<file path="config.mk">
export PLATFORM = sky130hd
export DESIGN_NAME = mul16_shift_add_flat
export DESIGN_NICKNAME = d
export VERILOG_FILES = /design/src/rtl/mul16_shift_add_if.sv /design/src/rtl/mul16_shift_add.sv /design/src/flat_wrapper.sv
export SDC_FILE = /design/constraint.sdc
export NUM_CORES = 1
export LEC_CHECK = 0
export BUFFER_PORTS_ARGS = -buffer_cell sky130_fd_sc_hd__buf_4
export CAP_MARGIN = 0
export CORE_MARGIN = 2
export CORE_UTILIZATION = 43
export CTS_CLUSTER_DIAMETER = 80
export DETAILED_ROUTE_END_ITERATION = 8
export GPL_TIMING_DRIVEN = 1
export PLACE_DENSITY_LB_ADDON = 0.3
export SETUP_SLACK_MARGIN = 0.1
export SYNTH_ARGS = -nofsm -noshare
export SYNTH_HDL_FRONTEND = slang
export SYNTH_HIERARCHICAL = 1
export SYNTH_SLANG_ARGS = --single-unit
</file>
<file path="constraint.sdc">
create_clock -name clk -period 4.75 [get_ports clk]
set_input_delay 0.475 -clock clk [delete_from_list [all_inputs] [get_ports clk]]
set_output_delay 0.475 -clock clk [all_outputs]
set_load 0.01 [all_outputs]
</file>
<file path="src/rtl/mul16_shift_add_if.sv">
// Operand and product valid/ready bundle for the 16x16 shift-add multiplier.
interface mul16_shift_add_if;
  logic        in_valid;
  logic        in_ready;
  logic [15:0] a;
  logic [15:0] b;
  logic        out_valid;
  logic        out_ready;
  logic [31:0] p;

  modport master (
    output in_valid, a, b, out_ready,
    input  in_ready, out_valid, p
  );

  modport slave (
    input  in_valid, a, b, out_ready,
    output in_ready, out_valid, p
  );
endinterface

</file>
<file path="src/rtl/mul16_shift_add.sv">
// Sequential unsigned 16x16 -> 32 shift-add multiplier built around one
// adder16 carry-lookahead adder; 16 iteration cycles per product.
module adder16 (
  input  logic [15:0] a,
  input  logic [15:0] b,
  input  logic        ci,
  output logic [15:0] sum,
  output logic        co
);
  logic [15:0] g;
  logic [15:0] pp;
  logic [15:0] c;
  logic [3:0]  gg;
  logic [3:0]  gp;
  logic [4:0]  gc;

  assign g  = a & b;
  assign pp = a ^ b;

  // NOTE: every variable gets a default at the top of always_comb so no path can infer a latch.
  always_comb begin
    gg = '0;
    gp = '0;
    gc = '0;
    c  = '0;
    for (int k = 0; k < 4; k++) begin
      gp[k] = &pp[4*k +: 4];
      gg[k] = g[4*k+3]
            | (pp[4*k+3] & g[4*k+2])
            | (pp[4*k+3] & pp[4*k+2] & g[4*k+1])
            | (pp[4*k+3] & pp[4*k+2] & pp[4*k+1] & g[4*k]);
    end
    // Group carries are resolved in parallel, then rippled only within a nibble.
    gc[0] = ci;
    gc[1] = gg[0] | (gp[0] & ci);
    gc[2] = gg[1] | (gp[1] & gg[0]) | (gp[1] & gp[0] & ci);
    gc[3] = gg[2] | (gp[2] & gg[1]) | (gp[2] & gp[1] & gg[0])
          | (gp[2] & gp[1] & gp[0] & ci);
    gc[4] = gg[3] | (gp[3] & gg[2]) | (gp[3] & gp[2] & gg[1])
          | (gp[3] & gp[2] & gp[1] & gg[0]) | (gp[3] & gp[2] & gp[1] & gp[0] & ci);
    for (int k = 0; k < 4; k++) begin
      c[4*k] = gc[k];
      for (int j = 1; j < 4; j++) begin
        c[4*k+j] = g[4*k+j-1] | (pp[4*k+j-1] & c[4*k+j-1]);
      end
    end
  end

  assign sum = pp ^ c;
  assign co  = gc[4];
endmodule

module mul16_shift_add (
  input  logic              clk,
  input  logic              rst,
  mul16_shift_add_if.slave  bus
);
  typedef enum logic [1:0] {IDLE, RUN, DONE} state_t;

  state_t      state, state_nxt;
  logic [15:0] mcand;
  logic [15:0] hi;
  logic [15:0] lo;
  logic [3:0]  cnt;
  logic [15:0] sum;
  logic        co;
  logic        accept;

  // The adder sees only register outputs plus one mux, keeping the RUN path short.
  adder16 u_adder (
    .a   (hi),
    .b   (lo[0] ? mcand : 16'h0000),
    .ci  (1'b0),
    .sum (sum),
    .co  (co)
  );

  assign bus.in_ready  = (state == IDLE) && !rst;
  assign bus.out_valid = (state == DONE);
  assign bus.p         = {hi, lo};
  assign accept        = bus.in_valid && bus.in_ready;

  // NOTE: sequential state uses non-blocking assignments so every register samples pre-edge values.
  always_ff @(posedge clk) begin
    if (rst) state <= IDLE;
    else     state <= state_nxt;
  end

  always_comb begin
    state_nxt = state;
    case (state)
      IDLE:    if (accept)        state_nxt = RUN;
      RUN:     if (cnt == 4'd15)  state_nxt = DONE;
      DONE:    if (bus.out_ready) state_nxt = IDLE;
      default:                    state_nxt = IDLE;
    endcase
  end

  // NOTE: the datapath is cleared on reset so an aborted product never shows on p.
  always_ff @(posedge clk) begin
    if (rst) begin
      mcand <= '0;
      hi    <= '0;
      lo    <= '0;
      cnt   <= '0;
    end else begin
      case (state)
        IDLE: begin
          if (accept) begin
            mcand <= bus.a;
            hi    <= '0;
            lo    <= bus.b;
            cnt   <= '0;
          end
        end
        RUN: begin
          // Carry-out becomes the new top bit; the adder LSB shifts into lo.
          hi  <= {co, sum[15:1]};
          lo  <= {sum[0], lo[15:1]};
          cnt <= cnt + 4'd1;
        end
        default: ;
      endcase
    end
  end
endmodule

</file>
<file path="src/flat_wrapper.sv">
// flat-port wrapper written by rule: the top's interface ports become plain ports
module mul16_shift_add_flat 
  (clk, rst, bus_in_valid, bus_a, bus_b, bus_out_ready, bus_in_ready, bus_out_valid, bus_p);
  mul16_shift_add_if bus_i ();
  input  logic clk;
  input  logic rst;
  input wire logic [$bits(bus_i.in_valid)-1:0] bus_in_valid;
  input wire logic [$bits(bus_i.a)-1:0] bus_a;
  input wire logic [$bits(bus_i.b)-1:0] bus_b;
  input wire logic [$bits(bus_i.out_ready)-1:0] bus_out_ready;
  output wire logic [$bits(bus_i.in_ready)-1:0] bus_in_ready;
  output wire logic [$bits(bus_i.out_valid)-1:0] bus_out_valid;
  output wire logic [$bits(bus_i.p)-1:0] bus_p;
  assign bus_i.in_valid = bus_in_valid;
  assign bus_i.a = bus_a;
  assign bus_i.b = bus_b;
  assign bus_i.out_ready = bus_out_ready;
  assign bus_in_ready = bus_i.in_ready;
  assign bus_out_valid = bus_i.out_valid;
  assign bus_p = bus_i.p;
  mul16_shift_add u_core (.clk(clk), .rst(rst), .bus(bus_i));
endmodule
</file>
==> metrics.md <==
| Metric | Value |
|---|---|
| Drt first pass iters | 4 |
| Synth Area per Inst | 8.42 sq um |
| Clock transition at path regs | 0.10 ns |
| Distinct cells, synth | 38 |
| RR Startpoint | u_core/lo[0] |
| Sequential cell area | 1080 sq um |
| Synthesized netlist cell count | 358 |
| Cells on Worst Hold Path | 3 |
| FF-to-FF End | u_core/hi[10] |
| Remaining antenna violation count after routing | 0 |
| Post-synth ARST share | 0 |
| Cell Int Power | 675 uW |
| Flop-to-flop setup slack | 1.34 ns |
| YS warnings | 6 |
| Clock Tree Root | clkbuf_8 |
| Initial core utilization | 0.443 |
| HP Class | input port to flop |
| Gpl congestion | 0.832 |
| Core Region | 6790 sq um |
| Part of the power in registers | 0.534 |
| CP Data Required Time | 4.98 ns |
| Diode count | 0 |
| Max Freq | 293 MHz |
| Net Switching | 271 uW |
| Final #Nets | 476 |
| WL final | 6790 um |
| Crit Path Category | flop to flop |
| CP Launch Type | flop |
| Die Wd | 87.7 um |
| RSZ-0062 raised after global routing | false |
| Synthesized area | 3010 sq um |
| Area occupied by multi-input gates | 1720 sq um |
| Via Count | 2633 |
| Area Overhead vs Synth | 19.6% |
| Largest net degree at the start of global routing | 59 |
| Clock sink total | 54 |
| First-pass GRT wire length | 11600 um |
| Fin Hold WS | 0.406 ns |
| Drt first-iter violations | 192 |
| CTS tree | done |
| Sequential fraction of the synthesis area | 0.359 |
| CTS resizes | 0 |
| Share of the synthesized area in the top cell type | 0.359 |
| H-tree depth | 2 |
| DR DRC count | 0 |
| Vias in the first global route | 2529 |
| Commonest non-fill, non-tap cell in the layout | nand2_1 |
| Worst skew pair latency | 0.31 ns |
| Initial antenna violation count | 0 |
| Largest cells by area after synthesis | dfxtp_1, nand2_1, fa_1, ha_1, a21oi_1 |
| Placed inst area | 3510 sq um |
| Setup Fix Bufs, Post-CTS | 0 |
| CP Max Fanout | 18 |
| Area leader, netlist | dfxtp_1 |
| Pre-CTS WS | 1.39 ns |
| Hold path startpoint | bus_a[0] |
| Number of synthesized flops with an enable pin | 0 |
| Final worst setup slack | 1.34 ns |
| Post-layout util | 0.530 |
| Max_cap viols | 0 |
| Maximum buffer depth of the clock tree | 2 |
| Max VDD drop | 0.115 mV |
| Clock Power Share | 0.283 |
| Most frequent cells in the layout | nand2_1, buf_4, dfxtp_1 |
| Worst Path Arrival | 3.64 ns |
| Drt wl/cell | 13.4 um |
| Clock Skew | 0.0137 ns |
| TritonCTS Buffers | 5 |
| Final-report setup violation count | 0 |
| Post-route setup TNS | 0 ns |
| Lkg Pwr | 0.00157 uW |
| Cts hold-fix bufs | 0 |
| Post-DP HPWL | 4560 um |
| Vias per Instance | 5.18 |
| Net Sw Frac | 0.287 |
| # rows | 30 |
| Die area | 7690 sq um |
| Post-route cell area | 3600 sq um |
| Die Y | 87.7 um |
| Period utilisation layout | 0.718 |
| Final max-slew violation count | 0 |
| Power Density | 263 nW/um^2 |
| Status | complete, no violations |
| Overflow left after global routing | 0 |
| I/O pins | 70 |
| Fin crit period | 3.41 ns |
| Fillers | 664 |
| FF+latch count, synth | 54 |
| Share of layout cells above drive strength 1 | 0.206 |
| Slew HR | 0.236 |
| IO buf count | 69 |
| Slew @ Worst Pin | 1.14 ns |
| Power share of the combinational group | 0.183 |
| GRT Overall Usage | 0.187 |
| Hold endpoint | u_core/mcand[0] |
| Final Hold Viols | 0 |
| Critical Path End Type | flop |
| Synth Flop Type | dfxtp_1 |
| Reg2reg path depth | 12 |
area by class of cell:
type / count / share of cell area
multi-input cells: 265 / 0.478
flip-flops and latches: 54 / 0.300
repair buffers: 71 / 0.148
well taps: 96 / 0.0333
clock buffers: 6 / 0.0229
inverters: 14 / 0.0146
clock inverters: 2 / 0.00347
logic make-up after synthesis:
| kind of cell | count (synthesis) | synth area share |
|---|---|---|
| DFF | 54 | 0.359 |
| xor gates and xnor gates | 4 | 0.0116 |
| and+or+nand+nor | 161 | 0.259 |
| buffers and inverters | 40 | 0.0735 |
| AOI/OAI and AO/OA | 69 | 0.146 |
| adders and majority gates | 29 | 0.150 |
| other | 1 | 0.00124 |
sequential cells by signal, indices dropped and copies added (netlist names):
signal	count
u_core/state	2
u_core/mcand	16
u_core/lo	16
u_core/hi	16
u_core/cnt	4
power groups by stage:
| stage | registers [uW] | logic, uW | clock network, uW |
|---|---|---|---|
| 3_3_place_gp | 515 | 171 | 0 |
| 5_1_grt | 510 | 191 | 292 |
| 4_1_cts | 505 | 174 | 278 |
| 3_5_place_dp | 515 | 173 | 0 |
| 2_1_floorplan | 515 | 110 | 0 |
| 6_report | 505 | 173 | 268 |
critical path: stages, from the launching register on:
cell     delay (ns)
dfxtp_1        0.63
and2_1         0.22
ha_1           0.25
a21oi_1        0.15
nor2b_1        0.08
nor3_1         0.24
o21ai_0        0.18
fa_1           0.41
fa_1           0.39
fa_1           0.39
xor2_1         0.16
nand2_1        0.06
a21oi_1        0.18
metrics by stage:
stage                     cells  power (uW)
final                       508         946
after global routing        508         993
after CTS                   508         957
after detailed placement    500         689
after global placement      500         686
after floorplan             359         625
Yosys cell counts (2+ instances only):
master	number
ha_1	17
nor2_1	6
nor3_1	19
dfxtp_1	54
and2_1	16
a311oi_1	16
a21o_1	2
a211oi_1	3
a21oi_1	39
xor2_1	2
xnor2_1	2
nand2_1	83
and4_1	2
nor2b_1	5
buf_2	9
inv_1	14
buf_6	5
fa_1	12
buf_4	3
nand3_1	22
clkbuf_1	8
o21ai_0	3
routing by layer:
metal / share of wire / up-vias / global-route usage
li1: - / 1319 / -
met1: 0.47 / 1247 / 0.241
met2: 0.48 / 61 / 0.320
met3: 0.045 / 6 / 0.0368
met4: 0.0091 / 0 / 0.0490
met5: 0 / - / 0
worst max path at each step:
| stage | from | endpoint | slack, ns | cells after the start |
|---|---|---|---|---|
| 3_5_place_dp | u_core/lo[0] | u_core/hi[10] | 1.39 | 12 |
| 6_report | u_core/lo[0] | u_core/hi[10] | 1.34 | 12 |
| 2_1_floorplan | u_core/lo[0] | u_core/hi[14] | 1.65 | 13 |
| 5_1_grt | u_core/lo[0] | u_core/hi[10] | 0.98 | 12 |
| 4_1_cts | u_core/lo[0] | u_core/hi[10] | 1.35 | 12 |
| 3_3_place_gp | u_core/lo[0] | u_core/hi[10] | 1.55 | 12 |
(Power assumes the default switching activity.)
